===== config.mk =====
export PLATFORM = sky130hd
export DESIGN_NAME = sc_store_unit_flat
export DESIGN_NICKNAME = d
export VERILOG_FILES = /design/src/rtl/sc_store_unit_pkg.sv /design/src/rtl/sc_store_unit_if.sv /design/src/rtl/sc_store_unit_llsc_link_reg.sv /design/src/rtl/sc_store_unit.sv /design/src/flat_wrapper.sv
export SDC_FILE = /design/constraint.sdc
export NUM_CORES = 1
export LEC_CHECK = 0
export CAP_MARGIN = 0
export CORE_MARGIN = 1
export CORE_UTILIZATION = 55
export CTS_CLUSTER_SIZE = 40
export DETAILED_ROUTE_END_ITERATION = 6
export DONT_BUFFER_PORTS = 1
export GPL_TIMING_DRIVEN = 0
export PLACE_DENSITY = 0.72
export SYNTH_ARGS = -nofsm -noshare
export SYNTH_HDL_FRONTEND = slang
export SYNTH_SLANG_ARGS = --single-unit
export TNS_END_PERCENT = 5

===== constraint.sdc =====
create_clock -name clk -period 3.1 [get_ports clk]
set_clock_uncertainty 0.2 [all_clocks]
set_input_delay 0.31 -clock clk [delete_from_list [all_inputs] [get_ports clk]]
set_output_delay 0.31 -clock clk [all_outputs]
set_load 0.005 [all_outputs]

===== src/rtl/sc_store_unit_pkg.sv =====
// sc_store_unit_pkg: shared constants and FSM state encoding for the SC store unit
package sc_store_unit_pkg;
  localparam logic FLUSH        = 1'b1;
  localparam logic EXCEPTION    = 1'b1;
  localparam logic WRITE_ENABLE = 1'b1;
  localparam logic SC_SUCCESS   = 1'b1;
  localparam logic SC_FAIL      = 1'b0;
  typedef enum logic [1:0] {
    IDLE = 2'd0,
    REQ  = 2'd1,
    WAIT = 2'd2,
    DONE = 2'd3
  } sc_state_e;
endpackage


===== src/rtl/sc_store_unit_if.sv =====
// sc_store_unit_if: SRAM-like data-memory store channel between the SC unit and memory
interface sc_store_unit_if #(parameter int ADDR_W = 32);
  logic              mem_req_o;
  logic              mem_wr_o;
  logic [ADDR_W-1:0] mem_addr_o;
  logic [31:0]       mem_wdata_o;
  logic [3:0]        mem_wsel_o;
  logic              mem_addr_ok_i;
  logic              mem_data_ok_i;
  modport master (
    output mem_req_o, mem_wr_o, mem_addr_o, mem_wdata_o, mem_wsel_o,
    input  mem_addr_ok_i, mem_data_ok_i
  );
  modport slave (
    input  mem_req_o, mem_wr_o, mem_addr_o, mem_wdata_o, mem_wsel_o,
    output mem_addr_ok_i, mem_data_ok_i
  );
endinterface


===== src/rtl/sc_store_unit_llsc_link_reg.sv =====
// llsc_link_reg: LL link bit and linked address with exception-clear > SC-clear > LL-set priority
module llsc_link_reg #(
  parameter int ADDR_W = 32
) (
  input  logic              clk,
  input  logic              rst,
  input  logic              clr_exc,
  input  logic              clr_sc,
  input  logic              set,
  input  logic [ADDR_W-1:0] set_addr,
  output logic              llbit,
  output logic [ADDR_W-1:0] link_addr
);
  // link state: an exception flush beats SC resolution, which beats a new LL
  always_ff @(posedge clk or negedge rst) begin
    if (!rst) begin
      llbit     <= 1'b0;
      link_addr <= '0;
    end else if (clr_exc || clr_sc) begin
      llbit <= 1'b0;
    end else if (set) begin
      llbit     <= 1'b1;
      link_addr <= set_addr;
    end
  end
endmodule


===== src/rtl/sc_store_unit.sv =====
// sc_store_unit: resolves SC against the LL link, issuing the conditional store or failing locally
module sc_store_unit
  import sc_store_unit_pkg::*;
#(
  parameter int ADDR_W     = 32,
  parameter bit CHECK_ADDR = 1'b1
) (
  input  logic                  clk,
  input  logic                  rst,
  input  logic                  flush,
  input  logic                  flush_cause,
  input  logic                  ll_valid_i,
  input  logic [ADDR_W-1:0]     ll_addr_i,
  input  logic                  sc_valid_i,
  input  logic [ADDR_W-1:0]     sc_addr_i,
  input  logic [31:0]           sc_wdata_i,
  sc_store_unit_if.master       mem,
  output logic                  sc_done_o,
  output logic                  sc_result_o,
  output logic                  stall_o,
  output logic                  llbit_o
);
  sc_state_e         state, state_n;
  logic              result_q, result_n, kill_q, kill_n, latch, pass, flushing, exc_flush;
  logic [ADDR_W-1:0] link_addr, addr_q;
  logic [31:0]       data_q;

  assign flushing  = flush == FLUSH;
  assign exc_flush = flushing && flush_cause == EXCEPTION;
  // xor-then-shift compares word addresses while still consuming the byte-offset bits
  assign pass = llbit_o && (!CHECK_ADDR || ((link_addr ^ sc_addr_i) >> 2) == '0);

  llsc_link_reg #(.ADDR_W(ADDR_W)) u_link (
    .clk       (clk),
    .rst       (rst),
    .clr_exc   (exc_flush),
    .clr_sc    (state == DONE),
    .set       (ll_valid_i && state == IDLE && !sc_valid_i),
    .set_addr  (ll_addr_i),
    .llbit     (llbit_o),
    .link_addr (link_addr)
  );

  // next state: an accepted store always runs to completion; a flush only kills the done pulse
  always_comb begin
    state_n  = state;
    result_n = result_q;
    kill_n   = kill_q;
    latch    = 1'b0;
    case (state)
      IDLE: if (sc_valid_i && !flushing) begin
        state_n  = pass ? REQ : DONE;
        result_n = SC_FAIL;
        latch    = pass;
      end
      REQ: if (mem.mem_addr_ok_i) begin
        state_n  = mem.mem_data_ok_i ? DONE : WAIT;
        result_n = SC_SUCCESS;
      end
      WAIT: if (mem.mem_data_ok_i) state_n = DONE;
      DONE: begin
        state_n = IDLE;
        kill_n  = 1'b0;
      end
      default: state_n = IDLE;
    endcase
    if (flushing && (state == REQ || state == WAIT)) kill_n = 1'b1;
  end

  // FSM, result, kill flag and the store address/data held stable through the request
  always_ff @(posedge clk or negedge rst) begin
    if (!rst) begin
      state    <= IDLE;
      result_q <= SC_FAIL;
      kill_q   <= 1'b0;
      addr_q   <= '0;
      data_q   <= '0;
    end else begin
      state    <= state_n;
      result_q <= result_n;
      kill_q   <= kill_n;
      if (latch) begin
        addr_q <= sc_addr_i;
        data_q <= sc_wdata_i;
      end
    end
  end

  assign mem.mem_req_o   = state == REQ;
  assign mem.mem_wr_o    = mem.mem_req_o ? WRITE_ENABLE : 1'b0;
  assign mem.mem_addr_o  = addr_q;
  assign mem.mem_wdata_o = data_q;
  assign mem.mem_wsel_o  = 4'b1111;
  assign sc_done_o       = state == DONE && !kill_q && !flushing;
  assign sc_result_o     = sc_done_o && result_q;
  assign stall_o         = sc_valid_i && state != DONE;
endmodule


===== src/flat_wrapper.sv =====
// flat-port wrapper written by rule: the top's interface ports become plain ports
module sc_store_unit_flat import sc_store_unit_pkg::*;
#(
  parameter int ADDR_W     = 32,
  parameter bit CHECK_ADDR = 1'b1
)
  (clk, rst, flush, flush_cause, ll_valid_i, ll_addr_i, sc_valid_i, sc_addr_i, sc_wdata_i, sc_done_o, sc_result_o, stall_o, llbit_o, mem_mem_req_o, mem_mem_wr_o, mem_mem_addr_o, mem_mem_wdata_o, mem_mem_wsel_o, mem_mem_addr_ok_i, mem_mem_data_ok_i);
  sc_store_unit_if #(.ADDR_W(ADDR_W)) mem_i ();
  input  logic clk;
  input  logic rst;
  input  logic flush;
  input  logic flush_cause;
  input  logic ll_valid_i;
  input  logic [ADDR_W-1:0] ll_addr_i;
  input  logic sc_valid_i;
  input  logic [ADDR_W-1:0] sc_addr_i;
  input  logic [31:0] sc_wdata_i;
  output logic sc_done_o;
  output logic sc_result_o;
  output logic stall_o;
  output logic llbit_o;
  output wire logic [$bits(mem_i.mem_req_o)-1:0] mem_mem_req_o;
  output wire logic [$bits(mem_i.mem_wr_o)-1:0] mem_mem_wr_o;
  output wire logic [$bits(mem_i.mem_addr_o)-1:0] mem_mem_addr_o;
  output wire logic [$bits(mem_i.mem_wdata_o)-1:0] mem_mem_wdata_o;
  output wire logic [$bits(mem_i.mem_wsel_o)-1:0] mem_mem_wsel_o;
  input wire logic [$bits(mem_i.mem_addr_ok_i)-1:0] mem_mem_addr_ok_i;
  input wire logic [$bits(mem_i.mem_data_ok_i)-1:0] mem_mem_data_ok_i;
  assign mem_mem_req_o = mem_i.mem_req_o;
  assign mem_mem_wr_o = mem_i.mem_wr_o;
  assign mem_mem_addr_o = mem_i.mem_addr_o;
  assign mem_mem_wdata_o = mem_i.mem_wdata_o;
  assign mem_mem_wsel_o = mem_i.mem_wsel_o;
  assign mem_i.mem_addr_ok_i = mem_mem_addr_ok_i;
  assign mem_i.mem_data_ok_i = mem_mem_data_ok_i;
  sc_store_unit #(.ADDR_W(ADDR_W), .CHECK_ADDR(CHECK_ADDR)) u_core (.clk(clk), .rst(rst), .flush(flush), .flush_cause(flush_cause), .ll_valid_i(ll_valid_i), .ll_addr_i(ll_addr_i), .sc_valid_i(sc_valid_i), .sc_addr_i(sc_addr_i), .sc_wdata_i(sc_wdata_i), .mem(mem_i), .sc_done_o(sc_done_o), .sc_result_o(sc_result_o), .stall_o(stall_o), .llbit_o(llbit_o));
endmodule

After elaboration in Yosys (flattened, before gate mapping)
Cells that the tools add are included.
{"block": "op_classes", "mux": 16, "bitwise": 2, "reduce_logical": 23, "n_eq_ne": 7}
{"op": "32-bit logical NOT", "count": 1}
{"op": "32-bit bitwise XOR", "count": 1}
{"op": "1-bit logical AND", "count": 10}
{"op": "1-bit two-way mux", "count": 10}
{"op": "2-bit two-way mux", "count": 4}
{"op": "2-bit != test, second input constant", "count": 4}
{"op": "2-bit one-hot mux with 4 select lines", "count": 1}
{"op": "3-bit AND reduction", "count": 2}
{"op": "2-bit nonzero test", "count": 3}
{"op": "2-bit == test, second input constant", "count": 2}
{"op": "1-bit logical NOT", "count": 3}
{"op": "2-bit by 1-bit == test with 1-bit output, second input constant", "count": 1}
{"op": "2-bit logical NOT", "count": 1}
{"op": "1-bit logical OR", "count": 2}
{"op": "1-bit one-hot mux with 2 select lines", "count": 1}
{"op": "2-bit AND reduction", "count": 1}
{"op": "1-bit inverter", "count": 1}
{"block": "totals", "out_inout_bits": 74, "input_bits": 104, "elab_cells": 55, "ff_bits": 101}

Longest topological paths before layout
{"block": "depth", "word_depth": 6, "ltp_mapped": 7, "ltp_nobuf": 6}

Hierarchy
From an unflattened synthesis, not the netlist that was laid out.
{"block": "hier_totals", "cells_unflattened": 284, "area_unflattened_um2": 4310.4}
{"mod": "sc_store_unit", "cells_each": 213, "instances": 1, "area_each_um2": 3062.9, "seq_area_each_um2": 1701.6}
{"mod": "llsc_link_reg", "cells_each": 71, "instances": 1, "area_each_um2": 1247.4, "seq_area_each_um2": 825.8}

Least setup slack after synthesis
OpenSTA, ideal clock, no wires.
{"block": "synth_timing", "path_kind": "reg2reg", "start": "register u_core.state[0]", "end": "register u_core.addr_q[0] (netlist: u_core.mem.mem_addr_o[0])", "setup_time_ns": 0.125, "n_path_buf": 1, "period_less_slack_ns": 2.807, "path_stages_with_launch": 8, "t_required_ns": 2.775, "t_arrival_ns": 2.482, "setup_slack_ns": 0.293, "path_cell_list": "dfrtp_1 inv_1 ha_1 o2111ai_1 or4_4 nor4_4 buf_6 mux2_2"}
{"block": "synth_via", "elab_chain_cells": 2}
{"element": "start: declaration", "line": "sc_store_unit.sv:23", "source": "sc_state_e state, state_n;"}
{"element": "start signal: assignment", "line": "sc_store_unit.sv:79", "source": "state <= state_n;"}
{"element": "2-bit logical NOT", "line": "sc_store_unit.sv:50", "source": "case (state)"}
{"element": "1-bit two-way mux", "line": "sc_store_unit.sv:50"}
{"element": "end signal: assignment", "line": "sc_store_unit.sv:83", "source": "addr_q <= sc_addr_i;"}
{"element": "end: declaration", "line": "sc_store_unit.sv:25", "source": "logic [ADDR_W-1:0] link_addr, addr_q;"}
Every way passes these cells.
A chain may end at the register's enable or synchronous reset.

Final worst setup path
{"block": "layout_timing", "start": "register u_core.u_link.link_addr[23]", "end": "register u_core.addr_q[16] (netlist: u_core.mem.mem_addr_o[16])"}
{"block": "layout_via", "elab_chain_cells": 5}
{"element": "start: declaration", "line": "sc_store_unit_llsc_link_reg.sv:12", "source": "output logic [ADDR_W-1:0] link_addr"}
{"element": "start signal: assignment", "line": "sc_store_unit_llsc_link_reg.sv:23", "source": "link_addr <= set_addr;"}
{"element": "32-bit bitwise XOR", "line": "sc_store_unit.sv:31", "source": "assign pass = llbit_o && (!CHECK_ADDR || ((link_addr ^ sc_addr_i) >> 2) == '0);"}
{"element": "32-bit logical NOT", "line": "sc_store_unit.sv:31"}
{"element": "1-bit logical AND", "line": "sc_store_unit.sv:31"}
{"element": "1-bit two-way mux", "line": "sc_store_unit.sv:51", "source": "IDLE: if (sc_valid_i && !flushing) begin"}
{"element": "1-bit two-way mux", "line": "sc_store_unit.sv:50"}
Every way passes these cells.

==> metrics.txt <==
Logic pwr share 0.219; clock-pin slew on the worst setup and hold paths 90 ps; # diodes 0; Final setup violation count 0; filler instances 467; relative slew slack 0.579; die height 89.5 um; crit-path cells xor2_1 > nor4_1 > nand4_1 > nor4_4 > buf_4 > buf_6 > mux2_2; synthesized area per cell 15.1 sq um; final period utilization 0.894; crit path buf inv count 2; PwrDens 590 nW/um^2; post-synthesis sequential area ratio 0.589; Clock Power Share 0.272; clock latency on the worst-skew pair 360 ps; cells after synthesis 278; Arr. time, crit path 2820 ps; Max Cap Viol 0; share of cells above drive strength 1 0.299; share of the synthesized area in the top cell type 0.589; Least-Margin Pin Slew 632 ps; register area 2480 sq um; gr usage total 0.244; HPWL after DPL 5.93 mm; Leak Pwr 2.67 nW; Hold Fails Final Rpt 0; die area 8010 sq um; outcome complete, no violations; initial antenna violation count 0; fin. max-slew vios 0; Total Power 3.29 mW; CTS root buf clkbuf_8; WL/cell 19.4 um; most frequent cells after synthesis 99 x dfrtp_1, 88 x mux2_2, 21 x xor2_1, 8 x xnor2_1; Final GP Congestion 0.742; CP endpoint kind flip-flop; Yosys Warn Count 0; final WL 9.62 mm; RSZ-0062 raised after global routing false; std cell rows 31; drt pass-1 iters 5; vias per std cell 5.26; gr ovfl total 0; Switch Pwr 889 uW; vias in the first global route 2801; Resized cells post-CTS 0; Detailed Route Iter0 Violations 80; CTS tree done; Net Sw Frac 0.270; Layout area overhead 32.6%; H-tree depth 3; first-pass GRT wire length 13.9 mm; CP max stage delay 540 ps; clock sinks 99; Die X 89.5 um; top cell family by delay on the critical path simple AND/OR/NAND/NOR gates; Synth cell types 33; CP Data Required Time 3140 ps; Post-synth top flop dfrtp_1; # nets final 501; Max Fanout on Critical Path 10; register share of total power 0.509; min-delay worst type input pin to flip-flop; largest net degree at the start of global routing 100; post-route ant nets 0; most common cell in the netlist dfrtp_1; via count 2616; Initial Util 0.574; DRC viols 0; area leader, netlist dfrtp_1; CP max stage cell nor4_1; Fmax 361 MHz; core area 7330 sq um; Peak VDD IR 0.342 mV; Tmin final 2770 ps; crit start category flip-flop; total negative slack 0 ps; Cell Int Power 2.40 mW; I/O Buffers 0; area of the multi-input gates 1600 sq um; synthesized cell area 4210 sq um; CTS buffer count 9; register bit count reported by yosys 99; io pins 178; number of synthesized flops with an enable pin 0; WS Path Type flip-flop to flip-flop; ys async rst share 1.00; clk buf depth 2; dominant cells by area after synthesis dfrtp_1 59%, mux2_2 24%, xor2_1 4.4%
-- metal layers --
layer | share of wire | wire [um] | vias up | GRT usage
met2 | 0.53 | 5110 | 91 | 0.439
li1 | - | - | 1195 | -
met4 | 0.0093 | 89 | 0 | 0.0779
met1 | 0.40 | 3820 | 1322 | 0.285
met3 | 0.062 | 600 | 8 | 0.0637
met5 | 0 | 0 | - | 0
-- area by class of cell --
class	count	share of cell area
Clock buffer	11	0.0235
Clock inverter	5	0.0152
Timing Repair Buffer	101	0.183
Buffer	15	0.0215
Sequential cell	99	0.444
Tap cell	99	0.0222
Inverter	6	0.00403
Multi-Input combinational cell	161	0.287
-- state kept, by name, indices dropped and copies added, names as in the netlist --
name,count
u_core.mem.mem_wdata_o,32
u_core.u_link.link_addr,30
u_core.u_link.llbit,1
u_core.mem.mem_addr_o,32
u_core.state,2
u_core.kill_q,1
u_core.result_q,1
-- worst paths after layout --
path | startpoint | end | slack [ps] | cells after the start
max | u_core.u_link.link_addr[23]$_DFFE_PN0P_ | u_core.mem.mem_addr_o[16]$_DFFE_PN0P_ | 330 | 7
min | flush_cause | u_core.u_link.llbit$_DFFE_PN0P_ | 20 | 2
max reg2reg | u_core.u_link.link_addr[23]$_DFFE_PN0P_ | u_core.mem.mem_addr_o[16]$_DFFE_PN0P_ | 330 | 7
min reg2reg | u_core.u_link.link_addr[25]$_DFFE_PN0P_ | u_core.u_link.link_addr[25]$_DFFE_PN0P_ | 330 | 1
max in group asynchronous | rst | u_core.mem.mem_wdata_o[0]$_DFFE_PN0P_ | 1990 | 2
min in group asynchronous | rst | u_core.u_link.link_addr[7]$_DFFE_PN0P_ | 340 | 2
-- cells in the final DEF (no fill, tap or decap), types with 2 or more instances in the layout --
cell	netlist	routed
mux2_2	88	88
buf_4	5	8
conb_1	1	4
inv_1	6	6
clkbuf_1	1	3
xor2_1	21	21
ha_1	4	4
clkbuf_8	0	9
nor4_1	4	4
xnor2_1	8	8
mux2i_1	2	2
buf_6	6	6
dlygate4sd3_1	0	97
dfrtp_1	99	99
a21oi_1	3	3
nand2_1	2	2
mux2_1	6	6
bufinv_16	0	2
nand4_1	3	3
buf_1	3	3
-- metrics by stage --
step	util	setup slack, ps	hold WS [ps]	std cells	instance area (sq um)
final	0.761	328	23.0	497	5580
after global routing	0.761	229	21.2	497	5580
after CTS	0.761	379	5.88	497	5580
after detailed placement	0.593	-179	-184	380	4340
after global placement	0.593	-128	-184	380	4340
after floorplan	-	293	-186	281	4220
-- logic make-up after synthesis --
logic type,Yosys count,share of synthesized area
other,1,0.000891
adders and majority gates,4,0.0119
buffers and inverters,21,0.0339
xor gates and xnor gates,29,0.0603
AOI/OAI and AO/OA,11,0.0187
and+or+nand+nor,17,0.0294
muxes,96,0.256
DFF,99,0.589
-- power by group through the flow --
| stage | Combinational (mW) | Sequential, mW | Clock, mW |
|---|---|---|---|
| 6_report | 0.722 | 1.68 | 0.895 |
| 5_1_grt | 0.797 | 1.70 | 0.957 |
| 4_1_cts | 0.722 | 1.67 | 0.915 |
| 3_5_place_dp | 0.590 | 1.70 | 0 |
| 3_3_place_gp | 0.572 | 1.68 | 0 |
| 2_1_floorplan | 0.493 | 1.66 | 0 |
-- repair_timing --
| action | in CTS | in global routing |
|---|---|---|
| hold endpoints to repair | 195 | 0 |
| setup buffers | 3 | 0 |
| setup endpoints to repair | 60 | 0 |
| hold buffers | 98 | 0 |
No activity file was read; power rests on OpenSTA's default activity.
